==> src/rtl/fc_dec_pkg.sv <==
// fc_dec_pkg: shared types and defaults for the Ascon-128 decryption
// fault-countermeasure front end.
//   DEF_*       default widths / limits for fc_dec and its interface
//   fc_state_e  FSM encoding (IDLE/WAIT/CMP/DONE)
//   idx_w()     counter width helper, never narrower than one bit
package fc_dec_pkg;

    localparam int DEF_PT_W    = 40;
    localparam int DEF_TAG_W   = 128;
    localparam int DEF_CHUNK   = 32;
    localparam int DEF_TIMEOUT = 256;

    typedef enum logic [1:0] {
        ST_IDLE = 2'd0,
        ST_WAIT = 2'd1,
        ST_CMP  = 2'd2,
        ST_DONE = 2'd3
    } fc_state_e;

    function automatic int idx_w(input int n);
        return (n > 1) ? $clog2(n) : 1;
    endfunction

endpackage

==> src/rtl/fc_dec_if.sv <==
// fc_dec_if: host- and core-side signals of fc_dec.
//   Host:  decryption_start, tag_rx -> plain_text, auth_ok, fault,
//          decryption_ready (and fault_cnt when FC_DEC_FAULT_CNT_EN is defined)
//   Cores: core_start -> pt_a/pt_b, tag_a/tag_b, ready_a/ready_b
//   modport slave  : fc_dec side
//   modport master : host/core model side
interface fc_dec_if
    import fc_dec_pkg::*;
#(
    parameter int Y     = DEF_PT_W,
    parameter int TAG_W = DEF_TAG_W
) ();

    logic             decryption_start;
    logic [TAG_W-1:0] tag_rx;
    logic             core_start;
    logic [Y-1:0]     pt_a;
    logic [Y-1:0]     pt_b;
    logic [TAG_W-1:0] tag_a;
    logic [TAG_W-1:0] tag_b;
    logic             ready_a;
    logic             ready_b;
    logic [Y-1:0]     plain_text;
    logic             auth_ok;
    logic             fault;
    logic             decryption_ready;
`ifdef FC_DEC_FAULT_CNT_EN
    logic [7:0]       fault_cnt;
`endif

    modport slave (
        input  decryption_start, tag_rx, pt_a, pt_b, tag_a, tag_b, ready_a, ready_b,
        output core_start, plain_text, auth_ok, fault, decryption_ready
`ifdef FC_DEC_FAULT_CNT_EN
        , output fault_cnt
`endif
    );

    modport master (
        output decryption_start, tag_rx, pt_a, pt_b, tag_a, tag_b, ready_a, ready_b,
        input  core_start, plain_text, auth_ok, fault, decryption_ready
`ifdef FC_DEC_FAULT_CNT_EN
        , input fault_cnt
`endif
    );

endinterface

==> src/rtl/fc_dec_tag_cmp.sv <==
// fc_tag_cmp: fixed-time chunked tag comparator.
//   clk, rst       clock, async active-high reset
//   clr            clears chunk index and both accumulators (new operation)
//   en             one chunk compared per cycle while high
//   tag_a/b/rx     core A, core B and received tags (held stable by the caller)
//   sel            current chunk index
//   last           high on the final chunk cycle
//   diff_rx        sticky: tag_a differs from tag_rx in some chunk seen so far
//   diff_ab        sticky: tag_a differs from tag_b in some chunk seen so far
// Always walks all chunks; the result never affects how long the walk takes.
module fc_tag_cmp
    import fc_dec_pkg::*;
#(
    parameter  int TAG_W = DEF_TAG_W,
    parameter  int CHUNK = DEF_CHUNK,
    localparam int NCH   = TAG_W / CHUNK,
    localparam int IW    = idx_w(NCH)
) (
    input  logic             clk,
    input  logic             rst,
    input  logic             clr,
    input  logic             en,
    input  logic [TAG_W-1:0] tag_a,
    input  logic [TAG_W-1:0] tag_b,
    input  logic [TAG_W-1:0] tag_rx,
    output logic [IW-1:0]    sel,
    output logic             last,
    output logic             diff_rx,
    output logic             diff_ab
);

    logic [NCH-1:0][CHUNK-1:0] a_ch, b_ch, rx_ch;
    logic [IW-1:0]             sel_q;
    logic                      diff_rx_q, diff_ab_q;

    assign a_ch  = tag_a;
    assign b_ch  = tag_b;
    assign rx_ch = tag_rx;

    assign last    = en && (sel_q == IW'(NCH - 1));
    assign sel     = sel_q;
    assign diff_rx = diff_rx_q;
    assign diff_ab = diff_ab_q;

    always_ff @(posedge clk or posedge rst) begin
        if (rst) begin
            sel_q     <= '0;
            diff_rx_q <= 1'b0;
            diff_ab_q <= 1'b0;
        end else if (clr) begin
            sel_q     <= '0;
            diff_rx_q <= 1'b0;
            diff_ab_q <= 1'b0;
        end else if (en) begin
            diff_rx_q <= diff_rx_q | (|(a_ch[sel_q] ^ rx_ch[sel_q]));
            diff_ab_q <= diff_ab_q | (|(a_ch[sel_q] ^ b_ch[sel_q]));
            sel_q     <= last ? '0 : sel_q + 1'b1;
        end
    end

endmodule

==> src/rtl/fc_dec.sv <==
// fc_dec: fault-countermeasure front end for redundant Ascon-128 decryption.
//   clk, rst  clock, async active-high reset
//   bus       fc_dec_if.slave (host request/response + two-core handshake)
// Starts both cores, captures the first result from each, compares tags in
// fixed time and releases plaintext only when the cores agree and the tag
// verifies. Results hold until the next accepted start.
// Optional: FC_DEC_FAULT_CNT_EN adds bus.fault_cnt, a saturating count of
// completions that reported a fault (cleared only by rst).
module fc_dec
    import fc_dec_pkg::*;
#(
    parameter int Y       = DEF_PT_W,
    parameter int TAG_W   = DEF_TAG_W,
    parameter int CHUNK   = DEF_CHUNK,
    parameter int TIMEOUT = DEF_TIMEOUT
) (
    input  logic     clk,
    input  logic     rst,
    fc_dec_if.slave  bus
);

    localparam int TMR_W = idx_w(TIMEOUT);
    localparam int IW    = idx_w(TAG_W / CHUNK);

    fc_state_e        state_q, state_d;
    logic             core_start_q;
    logic [TAG_W-1:0] tag_rx_q, tag_a_q, tag_b_q;
    logic [Y-1:0]     pt_a_q, pt_b_q, pt_out_q;
    logic             seen_a_q, seen_b_q, timeout_q, pt_ne_q;
    logic             auth_q, fault_q;
    logic [TMR_W-1:0] timer_q;

    logic             accept, expired, both_seen, done;
    logic             cmp_last, diff_rx, diff_ab;
    logic [IW-1:0]    cmp_sel;
    logic             fault_c, auth_c;
    logic [Y-1:0]     pt_c;

    assign accept    = (state_q == ST_IDLE) && bus.decryption_start;
    assign expired   = (timer_q == TMR_W'(TIMEOUT - 1));
    // include this cycle's pulses so a simultaneous pair goes straight to CMP
    assign both_seen = (seen_a_q | bus.ready_a) & (seen_b_q | bus.ready_b);
    assign done      = (state_q == ST_DONE);

    fc_tag_cmp #(.TAG_W(TAG_W), .CHUNK(CHUNK)) u_cmp (
        .clk     (clk),
        .rst     (rst),
        .clr     (accept),
        .en      (state_q == ST_CMP),
        .tag_a   (tag_a_q),
        .tag_b   (tag_b_q),
        .tag_rx  (tag_rx_q),
        .sel     (cmp_sel),
        .last    (cmp_last),
        .diff_rx (diff_rx),
        .diff_ab (diff_ab)
    );

    always_comb begin
        state_d = state_q;
        unique case (state_q)
            ST_IDLE: if (accept)    state_d = ST_WAIT;
            // expiry is checked first: a late ready never rescues a timeout
            ST_WAIT: if (expired)        state_d = ST_DONE;
                     else if (both_seen) state_d = ST_CMP;
            ST_CMP:  if (cmp_last)  state_d = ST_DONE;
            ST_DONE:                state_d = ST_IDLE;
            default:                state_d = ST_IDLE;
        endcase
    end

    assign fault_c = timeout_q | diff_ab | pt_ne_q;
    assign auth_c  = ~fault_c & ~diff_rx;
    assign pt_c    = auth_c ? pt_a_q : '0;

    always_ff @(posedge clk or posedge rst) begin
        if (rst) begin
            state_q      <= ST_IDLE;
            core_start_q <= 1'b0;
            tag_rx_q     <= '0;
            tag_a_q      <= '0;
            tag_b_q      <= '0;
            pt_a_q       <= '0;
            pt_b_q       <= '0;
            seen_a_q     <= 1'b0;
            seen_b_q     <= 1'b0;
            timeout_q    <= 1'b0;
            pt_ne_q      <= 1'b0;
            timer_q      <= '0;
            auth_q       <= 1'b0;
            fault_q      <= 1'b0;
            pt_out_q     <= '0;
        end else begin
            state_q      <= state_d;
            core_start_q <= accept;
            if (accept) begin
                tag_rx_q  <= bus.tag_rx;
                seen_a_q  <= 1'b0;
                seen_b_q  <= 1'b0;
                timer_q   <= '0;
                timeout_q <= 1'b0;
                pt_ne_q   <= 1'b0;
                auth_q    <= 1'b0;
                fault_q   <= 1'b0;
                pt_out_q  <= '0;
            end
            if (state_q == ST_WAIT) begin
                timer_q <= timer_q + 1'b1;
                if (expired) timeout_q <= 1'b1;
                // only the first pulse from each core is trusted
                if (bus.ready_a && !seen_a_q) begin
                    pt_a_q   <= bus.pt_a;
                    tag_a_q  <= bus.tag_a;
                    seen_a_q <= 1'b1;
                end
                if (bus.ready_b && !seen_b_q) begin
                    pt_b_q   <= bus.pt_b;
                    tag_b_q  <= bus.tag_b;
                    seen_b_q <= 1'b1;
                end
            end
            if (state_q == ST_CMP && cmp_sel == '0)
                pt_ne_q <= |(pt_a_q ^ pt_b_q);
            if (done) begin
                auth_q   <= auth_c;
                fault_q  <= fault_c;
                pt_out_q <= pt_c;
            end
        end
    end

    // Results are driven straight from the final flags during DONE and from
    // the hold registers afterwards, so they appear with decryption_ready.
    assign bus.core_start       = core_start_q;
    assign bus.decryption_ready = done;
    assign bus.auth_ok          = done ? auth_c  : auth_q;
    assign bus.fault            = done ? fault_c : fault_q;
    assign bus.plain_text       = done ? pt_c    : pt_out_q;

`ifdef FC_DEC_FAULT_CNT_EN
    logic [7:0] fault_cnt_q;

    always_ff @(posedge clk or posedge rst) begin
        if (rst)
            fault_cnt_q <= '0;
        else if (done && fault_c && fault_cnt_q != 8'hFF)
            fault_cnt_q <= fault_cnt_q + 8'd1;
    end

    assign bus.fault_cnt = fault_cnt_q;
`endif

endmodule
==> src/flat_wrapper.sv <==
// flat-port wrapper written by rule: the top's interface ports become plain ports
module fc_dec_flat import fc_dec_pkg::*;
#(
    parameter int Y       = DEF_PT_W,
    parameter int TAG_W   = DEF_TAG_W,
    parameter int CHUNK   = DEF_CHUNK,
    parameter int TIMEOUT = DEF_TIMEOUT
)
  (clk, rst, bus_decryption_start, bus_tag_rx, bus_pt_a, bus_pt_b, bus_tag_a, bus_tag_b, bus_ready_a, bus_ready_b, bus_core_start, bus_plain_text, bus_auth_ok, bus_fault, bus_decryption_ready);
  fc_dec_if #(.Y(Y), .TAG_W(TAG_W)) bus_i ();
  input  logic clk;
  input  logic rst;
  input wire logic [$bits(bus_i.decryption_start)-1:0] bus_decryption_start;
  input wire logic [$bits(bus_i.tag_rx)-1:0] bus_tag_rx;
  input wire logic [$bits(bus_i.pt_a)-1:0] bus_pt_a;
  input wire logic [$bits(bus_i.pt_b)-1:0] bus_pt_b;
  input wire logic [$bits(bus_i.tag_a)-1:0] bus_tag_a;
  input wire logic [$bits(bus_i.tag_b)-1:0] bus_tag_b;
  input wire logic [$bits(bus_i.ready_a)-1:0] bus_ready_a;
  input wire logic [$bits(bus_i.ready_b)-1:0] bus_ready_b;
  output wire logic [$bits(bus_i.core_start)-1:0] bus_core_start;
  output wire logic [$bits(bus_i.plain_text)-1:0] bus_plain_text;
  output wire logic [$bits(bus_i.auth_ok)-1:0] bus_auth_ok;
  output wire logic [$bits(bus_i.fault)-1:0] bus_fault;
  output wire logic [$bits(bus_i.decryption_ready)-1:0] bus_decryption_ready;
  assign bus_i.decryption_start = bus_decryption_start;
  assign bus_i.tag_rx = bus_tag_rx;
  assign bus_i.pt_a = bus_pt_a;
  assign bus_i.pt_b = bus_pt_b;
  assign bus_i.tag_a = bus_tag_a;
  assign bus_i.tag_b = bus_tag_b;
  assign bus_i.ready_a = bus_ready_a;
  assign bus_i.ready_b = bus_ready_b;
  assign bus_core_start = bus_i.core_start;
  assign bus_plain_text = bus_i.plain_text;
  assign bus_auth_ok = bus_i.auth_ok;
  assign bus_fault = bus_i.fault;
  assign bus_decryption_ready = bus_i.decryption_ready;
  fc_dec #(.Y(Y), .TAG_W(TAG_W), .CHUNK(CHUNK), .TIMEOUT(TIMEOUT)) u_core (.clk(clk), .rst(rst), .bus(bus_i));
endmodule
==> config.mk <==
export PLATFORM = sky130hd
export DESIGN_NAME = fc_dec_flat
export DESIGN_NICKNAME = d
export VERILOG_FILES = /design/src/rtl/fc_dec_pkg.sv /design/src/rtl/fc_dec_if.sv /design/src/rtl/fc_dec_tag_cmp.sv /design/src/rtl/fc_dec.sv /design/src/flat_wrapper.sv
export SDC_FILE = /design/constraint.sdc
export NUM_CORES = 1
export LEC_CHECK = 0
export CAP_MARGIN = 10
export CORE_MARGIN = 2
export CORE_UTILIZATION = 50
export CTS_CLUSTER_SIZE = 30
export DETAILED_ROUTE_END_ITERATION = 10
export PLACE_DENSITY = 0.81
export SLEW_MARGIN = 20
export SYNTH_ARGS = -nofsm -noshare
export SYNTH_HDL_FRONTEND = slang
export SYNTH_SLANG_ARGS = --single-unit
==> constraint.sdc <==
create_clock -name clk -period 42.6 [get_ports clk]
set_input_delay 10.65 -clock clk [delete_from_list [all_inputs] [get_ports clk]]
set_output_delay 10.65 -clock clk [all_outputs]
set_load 0.03 [all_outputs]
==> flow_summary.json <==
{
  "num-fill-cells": 3265,
  "post-synth-top-area-cell": "sky130_fd_sc_hd__dfrtp_1",
  "timing.hold.worst.start": "u_core.tag_rx_q[66]",
  "die_area_um2": 48500,
  "max_slew_margin": 0.274,
  "wl_per_cell_um": 23.4,
  "grt_first_pass_wirelength_um": 101000,
  "clkSlewWorstSetupHoldPaths_ns": 0.06,
  "synth_fp_nets": 2232,
  "initial_core_util": 0.504,
  "synth.most_common_cell": "sky130_fd_sc_hd__dfrtp_1",
  "critical_path_required_ns": 31.95,
  "number_of_synthesized_register_bits": 525,
  "die_width_um": 220,
  "num_io_pins": 513,
  "yosysWarnings": 0,
  "critical_path_arrival_ns": 3.35,
  "maximum_number_of_pins_on_one_net_before_global_route_repair": 202,
  "synth.top_cell.area_share": 0.562,
  "ctsHtreeMaxLevel": 2,
  "dr.pass1.iters": 5,
  "cts_resized": 0,
  "placementRows": 79,
  "nNetsFinal": 2713,
  "multiInputGateArea_um2": 9720,
  "synth_area_leaders": "sky130_fd_sc_hd__dfrtp_1, sky130_fd_sc_hd__mux2_2, sky130_fd_sc_hd__mux4_2",
  "cellPowerDensity_nw_per_um2": 73.3,
  "postCtsSetupRepairBufs": 0,
  "global_router_s_overall_resource_usage": 0.283,
  "clock_buffers_created_by_tritoncts": 56,
  "finalWorstPathRequiredPeriod_ns": 14.00,
  "via_count": 16200,
  "fp.coreArea_um2": 46400,
  "path_cells": "ha_1, clkinv_1, nor3b_2, buf_4, nand2_1, o21ai_0, clkdlybuf4s50_1",
  "post_drt_via_cell_ratio": 5.57,
  "place.detailed.hpwl_um": 50100,
  "finalMaxSlewViolations": 0,
  "asyncSetResetFlopFracSynth": 1.00,
  "clock_insertion_delay_worst_skew_ns": 0.64,
  "tritoncts_num_sinks": 525,
  "finalHoldViolations": 0,
  "buffer_cell_driving_the_clock_tree_root": "sky130_fd_sc_hd__clkbuf_16",
  "outcome": "finished, final reports clean",
  "timing.fmax_mhz": 71.4,
  "timing.clock.skew_ns": 0.0356,
  "synth_top_flop_cell": "sky130_fd_sc_hd__dfrtp_1",
  "fin_setup_tns_ns": 0,
  "start_to_end_type_of_the_worst_setup_path": "reg2out",
  "post-route-period-util": 0.329,
  "power.ir.vdd_worst_uv": 49.3,
  "wl_um": 68100,
  "hold-worst-slack_ns": 0.474,
  "syn-instance-count": 1755,
  "r2r_cells": 8,
  "p_leak_nw": 13.6,
  "worstSetupStartpoint": "u_core.state_q[1]",
  "cts_tree": "built",
  "synth.yosys.seq_area_share": 0.562,
  "drc_violations_left": 0,
  "grt_overflow_total": 0,
  "synth.lib_cells_used.distinct": 39,
  "min_to": "u_core.tag_rx_q[66]",
  "cts.hold.buffers_added": 0,
  "setup_violations": 0,
  "drtIter0Drc": 1203,
  "number_of_global_route_vias_before_repair": 17100,
  "hold_path_depth": 2,
  "maximum_count_of_clock_buffers_along_a_single_path": 3,
  "portBuffers": 512,
  "syn_avg_cell_area_um2": 13.3,
  "cap_violations": 0,
  "ratio_of_cells_with_drive_above_1_in_the_final_layout": 0.243,
  "syn-cell-area_um2": 23400,
  "timing.critical_path.to_type": "output pin",
  "fp.dieH_um": 220,
  "critical_path.reg2reg.startpoint": "u_core.u_cmp.sel[0]",
  "worst-slew-pin-transition_ns": 1.09,
  "hold_path.class": "reg2reg",
  "gp_routability_congestion": 0.859,
  "synth_enable_flop_cells": 0,
  "critical_path.slowest_cell": "sky130_fd_sc_hd__clkdlybuf4s50_1",
  "antenna_left": 0,
  "synth.top_cells.by_count": "sky130_fd_sc_hd__dfrtp_1, sky130_fd_sc_hd__nand2_1, sky130_fd_sc_hd__mux2_2, sky130_fd_sc_hd__mux4_2, sky130_fd_sc_hd__xor2_1",
  "layout.area.seq_um2": 13100,
  "area_growth_syn_to_layout_pct": 32.5,
  "critical_r2r_capture": "u_core.u_cmp.diff_ab",
  "crit_path_start_kind": "register",
  "grt_antenna_before_repair": 28,
  "rsz0062_at_grt": "no",
  "critical_path.max_fanout": 81,
  "timing.reg2reg.setup_slack_ns": 38.24,
  "critical_path_max_stage_delay_ns": 0.72
}
where the power goes:
group / switching, mW / internal (mW) / leakage (nW) / total (mW)
clock: 0.207 / 0.298 / 0.948 / 0.505
sequential: 0.163 / 0.732 / 6.43 / 0.895
combinational: 0.419 / 0.451 / 6.24 / 0.870
sequential cells by signal, indices dropped and copies added, names as in the netlist:
| signal | flops |
|---|---|
| u_core.seen_a_q | 1 |
| u_core.pt_ne_q | 1 |
| u_core.pt_a_q | 40 |
| u_core.timeout_q | 1 |
| u_core.auth_q | 1 |
| u_core.timer_q | 8 |
| u_core.tag_b_q | 128 |
| u_core.u_cmp.sel | 2 |
| u_core.seen_b_q | 1 |
| u_core.u_cmp.diff_ab | 1 |
| u_core.bus.core_start | 1 |
| u_core.tag_rx_q | 128 |
| u_core.pt_b_q | 40 |
| u_core.tag_a_q | 128 |
| u_core.fault_q | 1 |
| u_core.u_cmp.diff_rx | 1 |
| u_core.pt_out_q | 40 |
| u_core.state_q | 2 |
stage by stage:
step | utilization | std cells | total power [mW] | instance area (um^2) | setup slack [ns]
final | 0.668 | 2911 | 2.27 | 31000 | 28.60
after global routing | 0.667 | 2900 | 2.39 | 30900 | 28.39
after CTS | 0.666 | 2890 | 2.28 | 30900 | 28.58
after detailed placement | 0.625 | 2784 | 1.77 | 29000 | 29.26
after global placement | 0.625 | 2784 | 1.72 | 29000 | 29.28
after floorplan | - | 1755 | 1.47 | 23400 | 17.28
layer usage:
layer / track usage / vias to the layer above / routed length [um]
li1: - / 7170 / -
met3: 0.0898 / 159 / 5930
met2: 0.464 / 639 / 33800
met5: 0 / - / 139
met1: 0.333 / 8225 / 25100
met4: 0.152 / 22 / 3160
critical path: cells and delay by family, from the launching register on:
kind,cells,cell delay (ns)
AO/OA/AOI/OAI,1,0.15
adder cells (fa/ha/maj),1,0.30
buffers and inverters,3,1.52
flip-flops,1,0.42
AND/OR/NAND/NOR,2,0.35
layout by cell type (no fill, tap or decap), types with 4 or more instances in the layout:
| master | n |
|---|---|
| sky130_fd_sc_hd__nor4_1 | 22 |
| sky130_fd_sc_hd__diode_2 | 20 |
| sky130_fd_sc_hd__clkbuf_1 | 11 |
| sky130_fd_sc_hd__ha_1 | 8 |
| sky130_fd_sc_hd__clkinvlp_4 | 4 |
| sky130_fd_sc_hd__clkinv_2 | 11 |
| sky130_fd_sc_hd__mux4_2 | 96 |
| sky130_fd_sc_hd__buf_4 | 12 |
| sky130_fd_sc_hd__o21ai_0 | 9 |
| sky130_fd_sc_hd__clkdlybuf4s50_1 | 512 |
| sky130_fd_sc_hd__clkbuf_8 | 14 |
| sky130_fd_sc_hd__inv_1 | 6 |
| sky130_fd_sc_hd__bufinv_16 | 5 |
| sky130_fd_sc_hd__clkbuf_16 | 56 |
| sky130_fd_sc_hd__a22o_1 | 78 |
| sky130_fd_sc_hd__xnor2_1 | 23 |
| sky130_fd_sc_hd__nand4_1 | 12 |
| sky130_fd_sc_hd__dfrtp_1 | 523 |
| sky130_fd_sc_hd__nor2_1 | 9 |
| sky130_fd_sc_hd__nand2_1 | 402 |
| sky130_fd_sc_hd__mux2_2 | 339 |
| sky130_fd_sc_hd__nand3_1 | 4 |
| sky130_fd_sc_hd__xor2_1 | 81 |
worst max-delay path by stage:
stage                               to  slack [ns]  cells after the start
finish              bus_plain_text[39]       28.60                      7
global route        bus_plain_text[39]       28.39                      7
floorplan                u_core.auth_q       17.28                      1
global placement    bus_plain_text[39]       29.28                      7
CTS                 bus_plain_text[39]       28.58                      7
detailed placement  bus_plain_text[39]       29.26                      7
logic make-up (layout without fill, tap and decap cells):
logic type | after synthesis | after routing | share of synthesized area
fa+ha+maj | 8 | 8 | 0.00428
buf+inv | 115 | 644 | 0.0225
simple gates | 462 | 462 | 0.0794
mux | 437 | 437 | 0.257
xor+xnor | 104 | 104 | 0.0390
other cells | 0 | 20 | 0
compound gates | 104 | 104 | 0.0360
flops | 525 | 525 | 0.562
layout make-up:
class	instances	share of cell area
inverter	9	0.00141
tap	607	0.0245
timing repair buffer	529	0.172
clock inverter	25	0.00962
sequential	525	0.424
multi-input combinational	1115	0.314
antenna	20	0.00162
clock buffer	81	0.0528
Power figures use the tool's default switching activity.
